[src/rtl/tc08_read_decoder.sv]
// tc08_read_decoder: TU55 read front end that qualifies head lines and decodes marks and 12-bit words.
module tc08_read_decoder #(
  parameter logic [5:0]  MARK_SYNC  = 6'o32,
  parameter logic [5:0]  MARK_DATA  = 6'o70,
  parameter logic [5:0]  MARK_BLOCK = 6'o26,
  parameter logic [5:0]  MARK_ENDZ  = 6'o22,
  parameter logic [31:0] STALL_CLKS = 32'd20000
) (
  input  logic        clk,
  input  logic        rst_l,
  input  logic        rev,
  input  logic        t_trk_rd_pos,
  input  logic        t_trk_rd_neg,
  input  logic        rdmk_rd_pos,
  input  logic        rdmk_rd_neg,
  input  logic        rdd_00_rd_pos,
  input  logic        rdd_00_rd_neg,
  input  logic        rdd_01_rd_pos,
  input  logic        rdd_01_rd_neg,
  input  logic        rdd_02_rd_pos,
  input  logic        rdd_02_rd_neg,
  output logic        line_stb,
  output logic [5:0]  mark_code,
  output logic        mark_stb,
  output logic [11:0] word,
  output logic        word_stb,
  output logic        synced,
  output logic        stalled
);
  typedef enum logic {HUNT, SYNCED} state_t;
  state_t      state;
  logic        a_t_pos, a_t_neg, a_mk_pos, a_mk_neg, b_t_pos, rev_q;
  logic [2:0]  a_d_pos, a_d_neg, d;
  logic [5:0]  msr, msr_n;
  logic [11:0] wsr, wsr_n;
  logic [1:0]  lcnt;
  logic [2:0]  mph;
  logic [31:0] scnt;
  logic        line, mk, rev_chg, stall_hit;

  assign line      = a_t_pos & ~b_t_pos & (a_t_pos ^ a_t_neg);
  assign mk        = (a_mk_pos ^ a_mk_neg) & (a_mk_pos ^ rev);
  assign d         = (a_d_pos ^ a_d_neg) & (a_d_pos ^ {3{rev}});
  assign msr_n     = {msr[4:0], mk};
  assign wsr_n     = {wsr[8:0], d};
  assign rev_chg   = rev ^ rev_q;
  assign stall_hit = ~line & (scnt == STALL_CLKS - 32'd1);
  assign synced    = (state == SYNCED);

  // Head inputs registered twice; stage B only needs the timing level for rising-edge detection.
  always_ff @(posedge clk or negedge rst_l)
    if (!rst_l) begin
      a_t_pos  <= 1'b0;
      a_t_neg  <= 1'b0;
      a_mk_pos <= 1'b0;
      a_mk_neg <= 1'b0;
      a_d_pos  <= '0;
      a_d_neg  <= '0;
      b_t_pos  <= 1'b0;
      rev_q    <= 1'b0;
    end else begin
      a_t_pos  <= t_trk_rd_pos;
      a_t_neg  <= t_trk_rd_neg;
      a_mk_pos <= rdmk_rd_pos;
      a_mk_neg <= rdmk_rd_neg;
      a_d_pos  <= {rdd_00_rd_pos, rdd_01_rd_pos, rdd_02_rd_pos};
      a_d_neg  <= {rdd_00_rd_neg, rdd_01_rd_neg, rdd_02_rd_neg};
      b_t_pos  <= a_t_pos;
      rev_q    <= rev;
    end

  // Stall watchdog: counts clocks since the last line, saturating at STALL_CLKS.
  always_ff @(posedge clk or negedge rst_l)
    if (!rst_l) begin
      scnt    <= '0;
      stalled <= 1'b0;
    end else if (line) begin
      scnt    <= '0;
      stalled <= 1'b0;
    end else begin
      if (scnt != STALL_CLKS) scnt <= scnt + 32'd1;
      if (stall_hit) stalled <= 1'b1;
    end

  // Line shift registers and HUNT/SYNCED framing; rev change and stall abort framing.
  always_ff @(posedge clk or negedge rst_l)
    if (!rst_l) begin
      state     <= HUNT;
      msr       <= '0;
      wsr       <= '0;
      lcnt      <= '0;
      mph       <= '0;
      mark_code <= '0;
      word      <= '0;
      line_stb  <= 1'b0;
      mark_stb  <= 1'b0;
      word_stb  <= 1'b0;
    end else begin
      line_stb <= 1'b0;
      mark_stb <= 1'b0;
      word_stb <= 1'b0;
      if (rev_chg) begin
        state <= HUNT;
        lcnt  <= '0;
        mph   <= '0;
        msr   <= '0;
        wsr   <= '0;
      end else if (stall_hit) begin
        state <= HUNT;
        msr   <= '0;
        wsr   <= '0;
      end else if (line) begin
        line_stb <= 1'b1;
        msr      <= msr_n;
        wsr      <= wsr_n;
        if (state == HUNT) begin
          if (msr_n == MARK_SYNC) begin
            mark_stb  <= 1'b1;
            mark_code <= msr_n;
            state     <= SYNCED;
            lcnt      <= '0;
            mph       <= '0;
          end else if (msr_n == MARK_BLOCK || msr_n == MARK_ENDZ) begin
            mark_stb  <= 1'b1;
            mark_code <= msr_n;
          end
        end else begin
          lcnt <= lcnt + 2'd1;
          mph  <= (mph == 3'd5) ? 3'd0 : mph + 3'd1;
          if (lcnt == 2'd3) begin
            word_stb <= 1'b1;
            word     <= wsr_n;
          end
          if (mph == 3'd5 && msr_n != MARK_DATA) begin
            mark_stb  <= 1'b1;
            mark_code <= msr_n;
            state     <= HUNT;
          end
        end
      end
    end
endmodule

[config.mk]
export PLATFORM = sky130hd
export DESIGN_NAME = tc08_read_decoder
export DESIGN_NICKNAME = d
export VERILOG_FILES = /design/src/rtl/tc08_read_decoder.sv
export SDC_FILE = /design/constraint.sdc
export NUM_CORES = 1
export LEC_CHECK = 0
export BUFFER_PORTS_ARGS = -buffer_cell sky130_fd_sc_hd__buf_2
export CORE_ASPECT_RATIO = 1.4
export CORE_MARGIN = 5
export CORE_UTILIZATION = 45
export CTS_CLUSTER_DIAMETER = 30
export DETAILED_ROUTE_END_ITERATION = 12
export SYNTH_ARGS = -nofsm -noshare
export SYNTH_HDL_FRONTEND = slang
export SYNTH_SLANG_ARGS = --single-unit
[constraint.sdc]
create_clock -name clk -period 2.3 [get_ports clk]
set_input_delay 0.69 -clock clk [delete_from_list [all_inputs] [get_ports clk]]
set_output_delay 0.69 -clock clk [all_outputs]
set_load 0.1 [all_outputs]
# == Word-level counts from Yosys, hierarchy flattened ==
# Index checks and enable logic that the tools add are counted.
# word_totals
output_inout_bits,23
in_bits,13
ff_bits,86
# classes
reduce_logical,11
eq_ne,10
bitwise_logic,15
n_addsub,3
mux,46
# op_table
op,n
32-bit 2-to-1 mux,2
"32-bit by 1-bit adder with 32-bit output, second input constant",1
"32-bit by 15-bit equality test with 1-bit output, second input constant",1
"32-bit by 15-bit inequality test with 1-bit output, second input constant",1
9-bit 2-to-1 mux,3
6-bit 2-to-1 mux,4
1-bit 2-to-1 mux,23
"6-bit by 5-bit equality test with 1-bit output, second input constant",3
3-bit 2-to-1 mux,6
5-bit 2-to-1 mux,3
2-bit 2-to-1 mux,5
5-bit AND reduction,2
3-bit nonzero test,3
"6-bit inequality test, second input constant",1
2-bit nonzero test,3
3-bit XOR,2
1-bit bitwise AND,4
1-bit NOT,4
1-bit XOR,4
"3-bit by 1-bit adder with 3-bit output, second input constant",1
3-bit bitwise AND,1
"3-bit equality test, second input constant",1
3-bit AND reduction,1
"2-bit by 1-bit adder with 2-bit output, second input constant",1
other kinds (5),5

# == Depth between registers and ports, before layout ==
# depth
word_depth,10
ltp_mapped,8

# == Worst setup path after synthesis ==
# OpenSTA, ideal clock, no wires.
# synth_timing
path_type,input -> register
startpoint,input rev
endpoint,register mark_code[1]
arrival_time_ns,2.064
stages,6
n_path_buf,1
setup_time_ns,0.126
slack_ns,0.111
required_time_ns,2.174
path_cell_list,buf_4 -> and3b_1 -> a21oi_1 -> a311oi_1 -> a32oi_2 -> mux2_2
# synth_via
elab_chain_cells,6
# synth_rtl
element,line,source
start: declaration,11,"input logic rev,"
1-bit XOR,42,assign mk = (a_mk_pos ^ a_mk_neg) & (a_mk_pos ^ rev);
1-bit bitwise AND,42,
6-bit inequality test / 6-bit by 5-bit equality test with 1-bit output (equally long branches),"134, 123",
1-bit logical AND / 1-bit logical OR (equally long branches),"134, 123",
2-bit by 1-bit inequality test with 1-bit output (no line) / 3-bit nonzero test (equally long branches),-,
5-bit AND reduction (no line),-,
end signal: assignment,119,mark_code <= msr_n;
end signal: assignment,125,mark_code <= msr_n;
end signal: assignment,136,mark_code <= msr_n;
end: declaration,23,"output logic [5:0] mark_code,"
# Parallel ways exist; a longest one is shown, timed or not.
# A chain may end at the register's enable or synchronous reset.

# == Worst setup path after layout ==
# layout_timing
startpoint,register scnt[1]
endpoint,register scnt[24]
# layout_via
elab_chain_cells,3
# layout_rtl
element,line,source
start: declaration,38,logic [31:0] scnt;
start signal: assignment,81,if (scnt != STALL_CLKS) scnt <= scnt + 32'd1;
32-bit by 1-bit adder with 32-bit output,81,
32-bit 2-to-1 mux,81,
32-bit 2-to-1 mux,77,end else if (line) begin
# Parallel ways exist; a longest one is shown, timed or not. The select of a mux whose other input is x is not followed.

==> results.sh <==
export IMPL_p_leak_nw=2.164
export IMPL_cts_buffers=9
export IMPL_worstPathArrival_ns=2.27
export IMPL_required_ns=2.56
export IMPL_status="finished, final reports clean"
export IMPL_track_usage_pct=15.82
export IMPL_nets=396
export IMPL_r2r_start="scnt[1]"
export IMPL_wirelength_mm=7.135
export IMPL_cts_buffer_depth=2
export IMPL_clkSinkCount=86
export IMPL_synth_xor_area_share_pct=5.908
export IMPL_clkLatencyLatePin_ns=0.33
export IMPL_muxShareOfSynthArea_pct=5.035
export IMPL_final_cell_area_um2=4439
export IMPL_vias=2611
export IMPL_rows=39
export IMPL_synth_cell_types=48
export IMPL_fin_crit_sh_pct=87.75
export IMPL_initial_utilization_pct=45.74
export IMPL_ys_async_sr_fraction_pct=100.0
export IMPL_synth_top_family_by_area="simple AND/OR/NAND/NOR gates"
export IMPL_num_antenna_cells=0
export IMPL_die_w_um=86.92
export IMPL_worst_slack_ns=0.2817
export IMPL_overflow=0
export IMPL_final_cell_count_no_fill=487
export IMPL_vias_per_cell=5.361
export IMPL_finalSetupTns_ns=0
export IMPL_cts_reportedPaths_clkPinSlew_ns=0.06
export IMPL_layout_commonest_cell="dfrtp_1"
export IMPL_met3_usage_pct=3.641
export IMPL_hpwlAfterDp_mm=5.099
export IMPL_coreArea_um2=8149
export IMPL_firstDrtPassIters=4
export IMPL_area_delta_synth_final_pct=19.10
export IMPL_rr_endpoint="scnt[24]"
export IMPL_dieArea_um2=10230
export IMPL_timing_hold_ws_ns=0.3180
export IMPL_finalHoldViolations=0
export IMPL_rsz0062_at_grt="false"
export IMPL_post_cts_setup_buffers=0
export IMPL_io_buffer_count=35
export IMPL_reg2regPathDepth=6
export IMPL_synth_area_um2=3727
export IMPL_final_max_slew_viol_count=0
export IMPL_grt_antenna_before_repair=0
export IMPL_met2_usage_pct=26.33
export IMPL_crit_path_cell_trace="ha_1 > nand4_4 > nor4_4 > nand4_1 > or3_1 > a21oi_1"
export IMPL_r2r_slack_ns=0.28
export IMPL_avgSynthCellArea_um2=11.36
export IMPL_cap_viol_max_count=0
export IMPL_h_tree_depth=3
export IMPL_cts_tree="yes"
export IMPL_grt_max_degree=38
export IMPL_worstSetupStartpointType="flop"
export IMPL_fmax_mhz=495.5
export IMPL_grt_pass1_vias=2728
export IMPL_ys_seq_area_share_pct=57.74
export IMPL_gp_congestion=0.7835
export IMPL_cp_end_kind="flop"
export IMPL_hold_path_class="in -> async"
export IMPL_io_pins=36
export IMPL_crit_start="scnt[1]"
export IMPL_placed_cells=471
export IMPL_vdd_drop_max_mv=0.4841
export IMPL_finish_utilization_pct=54.48
export IMPL_cts_root_buffer="clkbuf_16"
export IMPL_drive_gt1_share_pct=23.64
export IMPL_synthFlopType="dfrtp_1"
export IMPL_grt_busiest_layer="met2"
export IMPL_postSynthCellCount=328
export IMPL_syn_nets=344
export IMPL_finClkSkew_ns=0.005087
export IMPL_synth_simple_gate_area_share_pct=19.27
export IMPL_grt_pass1_wl_mm=12.99
export IMPL_die_y_um=117.7
export IMPL_slew_headroom_pct=57.31
export IMPL_ant_nets=0
export IMPL_drt_iter0_drc=100
export IMPL_p_total_mw=3.299
export IMPL_cp_slowest_cell="nor4_4"
export IMPL_power_density_nw_per_um2=743.1
export IMPL_synth_compound_area_share_pct=9.131
export IMPL_use_met1_pct=19.41
export IMPL_synth_edff_count=0
export IMPL_place_area_um2=4130
export IMPL_drcViolationCount=0
export IMPL_finalCriticalPeriod_ns=2.018
export IMPL_cpPeakStageDelay_ns=0.46
export IMPL_wl_per_cell_um=14.65
export IMPL_critPathKind="reg -> reg"
export IMPL_ys_warn_count=0
export IMPL_setup_viol=0
export IMPL_synth_adder_area_share_pct=1.007
export IMPL_crit_fanout=6
export IMPL_ys_ff_latch=86
export IMPL_final_cell_mix="dfrtp_1 (86), nor2_1 (35), buf_2 (34)"
export IMPL_dp_slack_ns=0.1032
export IMPL_worst_pin_slew_ns=0.6397
-- Yosys cell counts, types with 4 or more instances --
master / number / area share, %
mux2_2: 14 / 4.2
nand2_1: 24 / 2.4
nor4_1: 6 / 1.0
and2_1: 4 / 0.67
and3_1: 6 / 1.0
nand4_1: 10 / 1.7
xnor2_1: 4 / 0.94
a21oi_1: 14 / 1.9
or3_1: 8 / 1.3
a22o_1: 10 / 2.3
xor2_1: 18 / 4.2
o21ai_0: 14 / 1.9
dfrtp_1: 86 / 58
nor2_1: 35 / 3.5
nor3b_1: 4 / 0.81
nand3_1: 17 / 2.3
inv_1: 7 / 0.71
o2bb2ai_1: 4 / 0.94
-- layout make-up --
type                            count  area [µm²]
Sequential cell                    86        2152
Timing Repair Buffer               51       310.3
Clock buffer                       13       260.3
Inverter                            7       26.28
Tap cell                          102       127.6
Multi-Input combinational cell    225        1520
Fill cell                         699        3710
Clock inverter                      3       42.54
-- registers in the layout, indices dropped and copies added (netlist names) --
name and count:
a_t_neg 1, stalled 1, a_mk_neg 1, a_mk_pos 1, line_stb 1, synced 1
scnt 32, word 12, mark_code 6, a_t_pos 1, a_d_neg 3, msr 5
word_stb 1, rev_q 1, a_d_pos 3, wsr 9, lcnt 2, b_t_pos 1
mark_stb 1, mph 3
-- cells by family after synthesis --
kind of cell | after synthesis
compound gates | 51
xor+xnor | 23
fa+ha+maj | 3
buf+inv | 17
flops | 86
mux | 17
simple gates | 131
-- worst max-delay path: cells and delay by family, from the launching register on --
kind / cells / cell delay (ns)
and+or+nand+nor: 4 / 1.10
adders and majority gates: 1 / 0.27
AOI/OAI and AO/OA: 1 / 0.14
DFF: 1 / 0.41
-- routing by layer --
layer,vias to the layer above,routed length [µm]
li1,1279,-
met1,1277,2995
met2,45,3831
met3,10,201
met4,0,107
met5,-,0
-- where the power goes --
group | leakage, nW | total (mW) | internal [mW] | switching [mW]
sequential | 1.16 | 1.64 | 1.56 | 0.0712
clock | 0.146 | 1.46 | 0.899 | 0.559
combinational | 0.857 | 0.205 | 0.0829 | 0.122
-- worst max-delay path by stage --
stage / end / slack (ns) / cells past startpoint
finish: scnt[24] / 0.28 / 6
global route: scnt[16] / 0.07 / 6
CTS: synced / 0.16 / 6
detailed placement: synced / 0.10 / 4
global placement: synced / 0.12 / 4
floorplan: mark_code[1] / 0.11 / 6
-- what timing repair did --
action                     CTS  global route
hold buffers                 0             0
resized for setup            0             1
setup endpoints to repair    0             1
Note: power is estimated with default switching activity, not from simulation.
